<file path="config.mk">
export PLATFORM = sky130hd
export DESIGN_NAME = jtframe_shadow_load
export DESIGN_NICKNAME = d
export VERILOG_FILES = /design/src/rtl/jtframe_shadow_pkg.sv /design/src/rtl/jtframe_shadow_fifo.sv /design/src/rtl/jtframe_shadow_load.sv
export SDC_FILE = /design/constraint.sdc
export NUM_CORES = 1
export LEC_CHECK = 0
export CAP_MARGIN = 20
export CORE_UTILIZATION = 30
export CTS_BUF_LIST = sky130_fd_sc_hd__clkbuf_16
export CTS_CLUSTER_DIAMETER = 100
export DETAILED_ROUTE_END_ITERATION = 12
export SLEW_MARGIN = 20
export SYNTH_ARGS = -nofsm -noshare
export SYNTH_HDL_FRONTEND = slang
export SYNTH_SLANG_ARGS = --single-unit
</file>
<file path="constraint.sdc">
create_clock -name clk_rom -period 5.97 [get_ports clk_rom]
set_input_delay 1.4925 -clock clk_rom [delete_from_list [all_inputs] [get_ports clk_rom]]
set_output_delay 1.4925 -clock clk_rom [all_outputs]
set_load 0.01 [all_outputs]
</file>
<file path="src/rtl/jtframe_shadow_pkg.sv">
// Shared types and constants for the NVRAM-to-SDRAM shadow load path.
package jtframe_shadow_pkg;

    typedef enum logic [0:0] {
        ST_IDLE = 1'b0,
        ST_REQ  = 1'b1
    } state_t;

    // SDRAM write masks are active low: bit1 = upper byte, bit0 = lower byte
    localparam logic [1:0] MASK_WORD = 2'b00;
    localparam logic [1:0] MASK_LO   = 2'b10;
    localparam logic [1:0] MASK_HI   = 2'b01;
    localparam logic [1:0] MASK_NONE = 2'b11;

    // FIFO entry is {word index, data, mask}
    function automatic int unsigned entry_w(input int unsigned lw);
        return lw + 18;
    endfunction

endpackage

</file>
<file path="src/rtl/jtframe_shadow_fifo.sv">
// Small synchronous FIFO with two ordered pushes (push0 before push1) and one pop.
module jtframe_shadow_fifo #(
    parameter int unsigned FW = 2,
    parameter int unsigned W  = 33
) (
    input  logic         clk,
    input  logic         rst,
    input  logic         push0,
    input  logic [W-1:0] din0,
    input  logic         push1,
    input  logic [W-1:0] din1,
    input  logic         pop,
    output logic [W-1:0] dout,
    output logic         empty,
    output logic         full,
    output logic         drop0,
    output logic         drop1
);

    localparam int unsigned DEPTH = 2 ** FW;

    logic [W-1:0]  mem [DEPTH];
    logic [FW-1:0] wr_ptr, rd_ptr;
    logic [FW:0]   cnt;
    logic          pop_ok, acc0, acc1;
    logic [FW+1:0] free0, free1;

    assign empty = (cnt == '0);
    assign full  = (cnt == (FW+1)'(DEPTH));
    assign dout  = mem[rd_ptr];

    // A pop in the same cycle frees a slot for the pushes
    always_comb begin
        pop_ok = pop & ~empty;
        free0  = (FW+2)'(DEPTH) - {1'b0, cnt} + (FW+2)'(pop_ok);
        acc0   = push0 && (free0 != '0);
        free1  = free0 - (FW+2)'(acc0);
        acc1   = push1 && (free1 != '0);
        drop0  = push0 & ~acc0;
        drop1  = push1 & ~acc1;
    end

    always_ff @(posedge clk) begin
        if (rst) begin
            wr_ptr <= '0;
            rd_ptr <= '0;
            cnt    <= '0;
        end else begin
            wr_ptr <= wr_ptr + FW'(acc0) + FW'(acc1);
            rd_ptr <= rd_ptr + FW'(pop_ok);
            cnt    <= cnt + (FW+1)'(acc0) + (FW+1)'(acc1) - (FW+1)'(pop_ok);
        end
    end

    always_ff @(posedge clk) begin
        if (acc0) mem[wr_ptr] <= din0;
        if (acc1) mem[wr_ptr + FW'(acc0)] <= din1;
    end

endmodule

</file>
<file path="src/rtl/jtframe_shadow_load.sv">
// Restores an SDRAM bank-0 region from an ioctl NVRAM upload, packing bytes into masked words.
// Optional JTFRAME_SHADOW_CHKSUM_EN adds a 16-bit running sum of accepted bytes.
module jtframe_shadow_load
    import jtframe_shadow_pkg::*;
#(
    parameter int unsigned   AW    = 22,
    parameter logic [AW-1:0] START = AW'(22'h10_0000),
    parameter int unsigned   LW    = 15,
    parameter int unsigned   FW    = 2
) (
    input  logic          rst,
    input  logic          clk_rom,
    input  logic          ioctl_ram,
    input  logic          ioctl_wr,
    input  logic [AW-1:0] ioctl_addr,
    input  logic [7:0]    ioctl_dout,
    output logic [AW-1:0] ba0_addr,
    output logic          ba0_wr,
    output logic [15:0]   ba0_din,
    output logic [1:0]    ba0_din_m,
    input  logic          ba0_ack,
    output logic          busy,
    output logic          overflow
`ifdef JTFRAME_SHADOW_CHKSUM_EN
    ,
    output logic [15:0]   chksum
`endif
);

    localparam int unsigned EW = entry_w(LW);

    logic          pend_v_q, pend_v_d;
    logic [LW-1:0] pend_idx_q, pend_idx_d;
    logic [7:0]    pend_b_q, pend_b_d;
    logic          ram_q, ram_rise, ram_fall;
    logic          accept;
    logic [LW-1:0] wr_idx;

    logic          push0, push1, pop;
    logic [EW-1:0] din0, din1, fifo_dout;
    logic          fifo_empty, fifo_full, drop0, drop1;

    state_t        state_q, state_d;
    logic          wr_q, wr_d;
    logic [AW-1:0] addr_q, addr_d;
    logic [15:0]   din_q, din_d;
    logic [1:0]    m_q, m_d;
    logic          ovf_q;

    assign accept   = ioctl_wr & ioctl_ram & (ioctl_addr[AW-1:LW+1] == '0);
    assign wr_idx   = ioctl_addr[LW:1];
    assign ram_rise = ioctl_ram & ~ram_q;
    assign ram_fall = ~ioctl_ram & ram_q;

    // Byte packer: an even byte waits for its odd partner; anything unmatched goes out alone
    always_comb begin
        push0      = 1'b0;
        push1      = 1'b0;
        din0       = {pend_idx_q, 8'h00, pend_b_q, MASK_LO};
        din1       = {wr_idx, ioctl_dout, 8'h00, MASK_HI};
        pend_v_d   = pend_v_q;
        pend_idx_d = pend_idx_q;
        pend_b_d   = pend_b_q;
        if (accept) begin
            if (!ioctl_addr[0]) begin
                push0      = pend_v_q;
                pend_v_d   = 1'b1;
                pend_idx_d = wr_idx;
                pend_b_d   = ioctl_dout;
            end else if (pend_v_q && pend_idx_q == wr_idx) begin
                push0    = 1'b1;
                din0     = {wr_idx, ioctl_dout, pend_b_q, MASK_WORD};
                pend_v_d = 1'b0;
            end else if (pend_v_q) begin
                push0    = 1'b1;
                push1    = 1'b1;
                pend_v_d = 1'b0;
            end else begin
                push0 = 1'b1;
                din0  = {wr_idx, ioctl_dout, 8'h00, MASK_HI};
            end
        end else if (ram_fall && pend_v_q) begin
            push0    = 1'b1;
            pend_v_d = 1'b0;
        end
    end

    always_ff @(posedge clk_rom) begin
        if (rst) begin
            pend_v_q   <= 1'b0;
            pend_idx_q <= '0;
            pend_b_q   <= '0;
            ram_q      <= 1'b0;
            ovf_q      <= 1'b0;
        end else begin
            pend_v_q   <= pend_v_d;
            pend_idx_q <= pend_idx_d;
            pend_b_q   <= pend_b_d;
            ram_q      <= ioctl_ram;
            if (drop0 || drop1) ovf_q <= 1'b1;
            else if (ram_rise)  ovf_q <= 1'b0;
        end
    end

    jtframe_shadow_fifo #(
        .FW (FW),
        .W  (EW)
    ) u_fifo (
        .clk   (clk_rom),
        .rst   (rst),
        .push0 (push0),
        .din0  (din0),
        .push1 (push1),
        .din1  (din1),
        .pop   (pop),
        .dout  (fifo_dout),
        .empty (fifo_empty),
        .full  (fifo_full),
        .drop0 (drop0),
        .drop1 (drop1)
    );

    // The head is popped as it moves into the request registers, so REQ holds one extra word
    always_comb begin
        state_d = state_q;
        wr_d    = wr_q;
        addr_d  = addr_q;
        din_d   = din_q;
        m_d     = m_q;
        pop     = 1'b0;
        case (state_q)
            ST_IDLE: begin
                if (!fifo_empty) begin
                    addr_d  = START + AW'({fifo_dout[EW-1:18], 1'b0});
                    din_d   = fifo_dout[17:2];
                    m_d     = fifo_dout[1:0];
                    pop     = 1'b1;
                    wr_d    = 1'b1;
                    state_d = ST_REQ;
                end
            end
            ST_REQ: begin
                if (ba0_ack) begin
                    wr_d    = 1'b0;
                    state_d = ST_IDLE;
                end
            end
            default: state_d = ST_IDLE;
        endcase
    end

    always_ff @(posedge clk_rom) begin
        if (rst) begin
            state_q <= ST_IDLE;
            wr_q    <= 1'b0;
            addr_q  <= '0;
            din_q   <= '0;
            m_q     <= MASK_NONE;
        end else begin
            state_q <= state_d;
            wr_q    <= wr_d;
            addr_q  <= addr_d;
            din_q   <= din_d;
            m_q     <= m_d;
        end
    end

    always_ff @(posedge clk_rom) begin
        if (!rst) assert (!(fifo_full && fifo_empty));
    end

    assign ba0_wr    = wr_q;
    assign ba0_addr  = addr_q;
    assign ba0_din   = din_q;
    assign ba0_din_m = m_q;
    assign overflow  = ovf_q;
    assign busy      = pend_v_q | ~fifo_empty | (state_q != ST_IDLE);

`ifdef JTFRAME_SHADOW_CHKSUM_EN
    logic [15:0] sum_q;

    always_ff @(posedge clk_rom) begin
        if (rst)           sum_q <= '0;
        else if (ram_rise) sum_q <= accept ? {8'h00, ioctl_dout} : 16'h0000;
        else if (accept)   sum_q <= sum_q + {8'h00, ioctl_dout};
    end

    assign chksum = sum_q;
`endif

endmodule
</file>
==> results of run 1 <==
==> registers in the layout, summed over array words and instances, names as in the netlist, 2 cells and up <==
register and flops:
u_fifo.cnt 3, u_fifo.wr_ptr 2, pend_idx_q 15, ba0_din_m 2, u_fifo.rd_ptr 2, pend_b_q 8
ba0_addr 16, ba0_din 16, u_fifo.mem 132
==> layout make-up <==
cell class                      instances  area, µm²  share of cell area [%]
Timing Repair Buffer                   92      875.8                   7.962
Sequential cell                       201       4947                   44.97
Clock buffer                           25      625.6                   5.687
Clock inverter                         19      133.9                   1.217
Multi-Input combinational cell        509       3885                   35.32
Tap cell                              390      488.0                   4.436
Inverter                               12      45.04                  0.4095
==> through the flow <==
stage	cells	hold WS (ns)	instance area [µm²]
6_report	1248	0.4518	11000
2_1_floorplan	775	0.4108	9119
5_1_grt	1248	0.4674	11000
4_1_cts	1248	0.4543	11000
3_3_place_gp	1204	0.4322	10240
3_5_place_dp	1204	0.4464	10240
==> worst min-delay path, stage by stage, from the launching register on <==
cell,delay (ns)
dfxtp_1,0.30
nand2_1,0.05
a21oi_1,0.05
==> layout by cell type, fill, tap and decap left out, drive strengths merged, types with 3 or more instances in the layout <==
cell,instances
a2111oi,3
ha,8
nor3,4
nand3,6
clkdlybuf4s50,70
mux4,33
buf,22
xnor2,6
dfxtp,109
and2,35
conb,6
nand2b,8
o21a,4
inv,21
nand2,99
edfxtp,92
a21oi,52
nor2b,16
clkbuf,25
nor4,10
clkinv,7
o21ai,20
xor2,15
a22o,60
mux2i,43
nor2,59
==> power breakdown <==
part	total (mW)	switching, mW	internal, mW
sequential	1.55	0.0417	1.51
combinational	0.878	0.467	0.411
clock	1.39	0.549	0.838
total	3.82	1.06	2.76
==> kinds of logic after synthesis <==
| logic type | count (synthesis) | synth area share, % |
|---|---|---|
| mux | 76 | 12.90 |
| xor+xnor | 21 | 2.021 |
| fa+ha+maj | 10 | 1.540 |
| compound gates | 147 | 11.84 |
| buf+inv | 65 | 3.327 |
| other cells | 1 | 0.04121 |
| simple gates | 249 | 14.00 |
| flops | 201 | 54.34 |
==> path summary, 6_finish.rpt <==
| kind | endpoint | depth (start not counted) | slack (ns) | start |
|---|---|---|---|---|
| setup reg to reg | u_fifo.cnt[2] | 18 | 1.60 | u_fifo.cnt[0] |
| hold / removal | ba0_din[15] | 2 | 0.45 | ba0_din[15] |
| hold reg to reg | ba0_din[15] | 2 | 0.45 | ba0_din[15] |
| setup / recovery | u_fifo.cnt[2] | 15 | 1.20 | ioctl_addr[21] |
==> metal layers <==
layer  global-route usage [%]  vias to the layer above  part of all wire (%)  routed length [µm]
met5                        0                        -                 0.056                  13
met4                    4.457                        2                   2.0                 462
met3                    2.110                       37                   5.4                1258
met2                    25.08                      174                    47               10940
met1                    20.51                     2978                    45               10510
li1                         -                     2935                     -                   -
==> impl_metrics.yaml, run 1 <==
outcome:
  status: "complete, no violations"
critical_path:
  crit_type: "in2reg"
  cp_cell_sequence: "clkdlybuf4s50_1 -> nor4_4 -> a21boi_1 -> o21ai_0 -> nand2_1 -> inv_1 -> ha_1 -> xor2_1 -> mux2i_1 -> a31o_2 -> nor2_1 -> fa_1 -> fa_1 -> xnor2_1 -> nor2_1"
  crit_arrival_ns: 5.12
  cp_num_buf_inv: 2
  max_stage_delay_ns: 0.44
  end_kind: "flip-flop"
  cpLargestDelayFamily: "adder cells"
  required_ns: 6.32
  cpMaxStageDelayCell: "clkdlybuf4s50_1"
  cp_max_fo: 4
  critPathLaunchType: "input pin"
global_route:
  grt_max_degree: 45
  antenna_found_initial: 1
  grt_use_total_pct: 15.15
  grt_pass1_vias: 6204
  grt_pass1_wl_mm: 36.30
  overflow: 0
clock_network:
  cts_htree_levels: 1
  cts_buffer_depth: 3
  clk_latency_ns: 0.51
  cts-buffers-inserted: 24
  clockRootBuffer: "clkbuf_16"
  cts.repair.resized: 0
  cts_tree: "done"
  cts.sinks: 201
  cts_hold_buf: 0
  clkSlewWorstSetupHoldPaths_ns: 0.06
  post-cts-setup-buffer-count: 0
timing:
  min_period_over_period_pct: 79.86
  max_freq_mhz: 209.7
  maxSlewViolCount: 0
  worst_pin_slew_ns: 0.9629
  post-route-min-period_ns: 4.768
  grt_setup_unrepaired: "false"
  hold_viol_final: 0
  setup_viol: 0
  tns_ns: 0
  relSlewSlack_pct: 35.32
  finalWorstSetupSlack_ns: 1.202
  clock_skew_ns: 0.01368
detailed_routing:
  drt-total-wl_mm: 23.19
  drt_iter0_drc: 520
  postRouteAntennaNets: 0
  drc: 0
  first_pass_iters: 4
  drt-vias-per-instance: 4.909
  num_vias: 6126
  wl_per_cell_um: 18.58
floorplan:
  initial_utilization_pct: 30.62
  die_w_um: 176.2
  row_count: 63
  io-pin-count: 78
  dieHeight_um: 176.2
  die_area_mm2: 0.03103
  core_mm2: 0.02972
placed_design:
  place_congestion: 0.8080
  dpl.hpwl_mm: 14.48
  preCtsSetupSlack_ns: 0.6829
  io_buffer_count: 71
final_layout:
  finalNetCount: 885
  fill_cells: 2870
  utilization_pct: 37.02
  area_growth_pct: 20.89
  drive_gt1_share_pct: 13.05
  antenna_cells: 0
logic_synthesis:
  yosys.area.top_type_share_pct: 30.36
  synth.area.top_cells: "edfxtp_1 30%, dfxtp_1 24%, mux4_2 8.2%"
  synth_seq_area_share_pct: 54.34
  synthesis.instances: 770
  yosys.area.top_type: "edfxtp_1"
  synth_edf_count: 92
  synth_flop_cell: "dfxtp_1"
  synth.distinct_cells: 48
  syn-cell-area_mm2: 0.009100
  synth.most_common_cell: "dfxtp_1"
  yosys_register_bits: 201
  synth_warnings: 0
  synthArstFlopShare_pct: 0
  synth_common_cells: "109 x dfxtp_1, 99 x nand2_1, 92 x edfxtp_1"
  avgSynthCellArea_um2: 11.82
hold_path:
  hp-class: "reg2reg"
pwr:
  p_total_mw: 3.818
  peakVddDrop_uv: 197.8
  p_leak_nw: 4.020
  p_per_area_mw_per_mm2: 347.0
run:
  cap_violations: 0
(Power assumes the default switching activity.)
==> run 2: changes to the inputs <==
clock period = 4.6 ns   (was 5.97 ns; I/O delays follow)
==> run 2 against run 1 <==
Sequential power up 34%; flip-flop and latch count unchanged; cell count grew 1.1%; critical endpoint unchanged; worst setup slack worse by 0.73 ns; power is 27% higher; highest routed layer unchanged; worst hold slack worse by 0.0050 ns; via count rose by 0.41%; global-route usage is 0.092 points higher; non-clock buffer count grew 17.
==> impl_metrics.yaml, run 2 (synthesis results as in run 1) <==
detailed_routing:
  drt-vias-per-instance: 4.874
  drt_iter0_drc: 408
  num_vias: 6151
  drc: 0
  drt-total-wl_mm: 23.30
  postRouteAntennaNets: 0
  wl_per_cell_um: 18.46
  first_pass_iters: 4
critical_path:
  r2r_slack_ns: 0.56
  end_kind: "flip-flop"
  required_ns: 4.96
  crit_type: "in2reg"
  cp_max_fo: 4
  worstSetupEndpoint: "u_fifo.cnt[2]"
  timing.rr.start: "u_fifo.cnt[0]"
  crit_arrival_ns: 4.49
  cp-startpoint: "ioctl_addr[21]"
  critPathLaunchType: "input pin"
  rr_endpoint: "u_fifo.cnt[2]"
  ff2ff_path_depth: 18
floorplan:
  initial_utilization_pct: 30.62
  die_area_mm2: 0.03103
  core_mm2: 0.02972
  dieHeight_um: 176.2
  io-pin-count: 78
  row_count: 63
  die_w_um: 176.2
final_layout:
  layout_common_cells: "107 x dfxtp_1, 99 x nand2_1, 92 x edfxtp_1"
  finalNetCount: 901
  regMostFlops: "u_fifo.mem"
  area_growth_pct: 22.49
  fill_cells: 2880
  antenna_cells: 0
  drive_gt1_share_pct: 14.45
  final_common_cell: "dfxtp_1"
  largest_register_ffs: 132
pwr:
  p_leak_nw: 4.085
  p_per_area_mw_per_mm2: 434.3
  peakVddDrop_uv: 236.9
hold_path:
  hold_depth: 2
  hp-class: "reg2reg"
placed_design:
  dpl.hpwl_mm: 15.08
  place_congestion: 0.8311
  io_buffer_count: 71
  preCtsSetupSlack_ns: -0.07756
clock_network:
  cts_buffer_depth: 3
  cts.sinks: 201
  clk_latency_ns: 0.51
  post-cts-setup-buffer-count: 0
  clkSlewWorstSetupHoldPaths_ns: 0.06
  cts.repair.resized: 0
  cts_tree: "done"
  cts_htree_levels: 1
  cts_hold_buf: 0
  clockRootBuffer: "clkbuf_16"
  cts-buffers-inserted: 23
global_route:
  overflow: 0
  antenna_found_initial: 1
  grt_use_total_pct: 15.24
  grt_pass1_vias: 6338
  grt_max_degree: 45
  grt_pass1_wl_mm: 36.58
timing:
  max_freq_mhz: 242.0
  grt_setup_unrepaired: "false"
  min_period_over_period_pct: 89.84
  finalWorstSetupSlack_ns: 0.4673
  tns_ns: 0
  setup_viol: 0
  post-route-min-period_ns: 4.133
  hold_viol_final: 0
  clock_skew_ns: 0.01688
  relSlewSlack_pct: 37.29
  maxSlewViolCount: 0
  worst_pin_slew_ns: 0.9406
outcome:
  status: "complete, no violations"
run:
  cap_violations: 0
-- run 2: power by group --
part           switching, mW  internal, mW
clock network          0.705         0.955
logic                  0.563         0.546
registers              0.113          1.96
total                   1.38          3.46
-- run 2: routing by layer --
layer,global-route usage (%),vias up,wire length [µm]
li1,-,2967,-
met1,20.54,3001,10830
met2,25.49,154,10830
met3,2.541,27,1270
met4,3.442,2,361
met5,0,-,12
-- run 2: stage by stage --
stage | area [µm²] | power [mW] | std cells | hold slack, ns | util [%]
floorplan | 9121 | 2.772 | 775 | 0.4108 | -
global placement | 10470 | 3.235 | 1221 | 0.4315 | 35.24
detailed placement | 10470 | 3.250 | 1221 | 0.4397 | 35.24
CTS | 11150 | 4.913 | 1262 | 0.4484 | 37.51
global route | 11150 | 5.086 | 1262 | 0.4624 | 37.51
finish | 11150 | 4.841 | 1262 | 0.4468 | 37.51
-- run 2: how the worst min path moves through the flow --
stage	start	end	slack (ns)
after global routing	u_fifo.mem[0][1]	u_fifo.mem[0][1]	0.46
after CTS	u_fifo.mem[0][1]	u_fifo.mem[0][1]	0.45
after floorplan	u_fifo.mem[2][0]	u_fifo.mem[2][0]	0.41
final	u_fifo.mem[0][1]	u_fifo.mem[0][1]	0.45
after detailed placement	u_fifo.mem[0][1]	u_fifo.mem[0][1]	0.44
after global placement	u_fifo.mem[2][1]	u_fifo.mem[2][1]	0.43
-- run 2: final cells by class --
cell class | instances | area, µm² | share of cell area [%]
Sequential cell | 201 | 4947 | 44.38
Clock buffer | 23 | 575.6 | 5.163
Clock inverter | 18 | 100.1 | 0.8980
Tap cell | 390 | 488.0 | 4.378
Multi-Input combinational cell | 509 | 3887 | 34.87
Timing Repair Buffer | 109 | 1104 | 9.900
Inverter | 12 | 45.04 | 0.4041
-- run 2: worst max-delay path, stage by stage --
cell and delay (ns):
clkdlybuf4s50_1 0.44, nor4_4 0.37, a21boi_1 0.14, o21ai_0 0.22
nand2_1 0.10, inv_1 0.09, ha_1 0.16, xor2_1 0.19
mux2i_1 0.25, a31o_2 0.26, nor2_1 0.09, fa_1 0.39
fa_1 0.43, xnor2_1 0.16, nor2_1 0.05
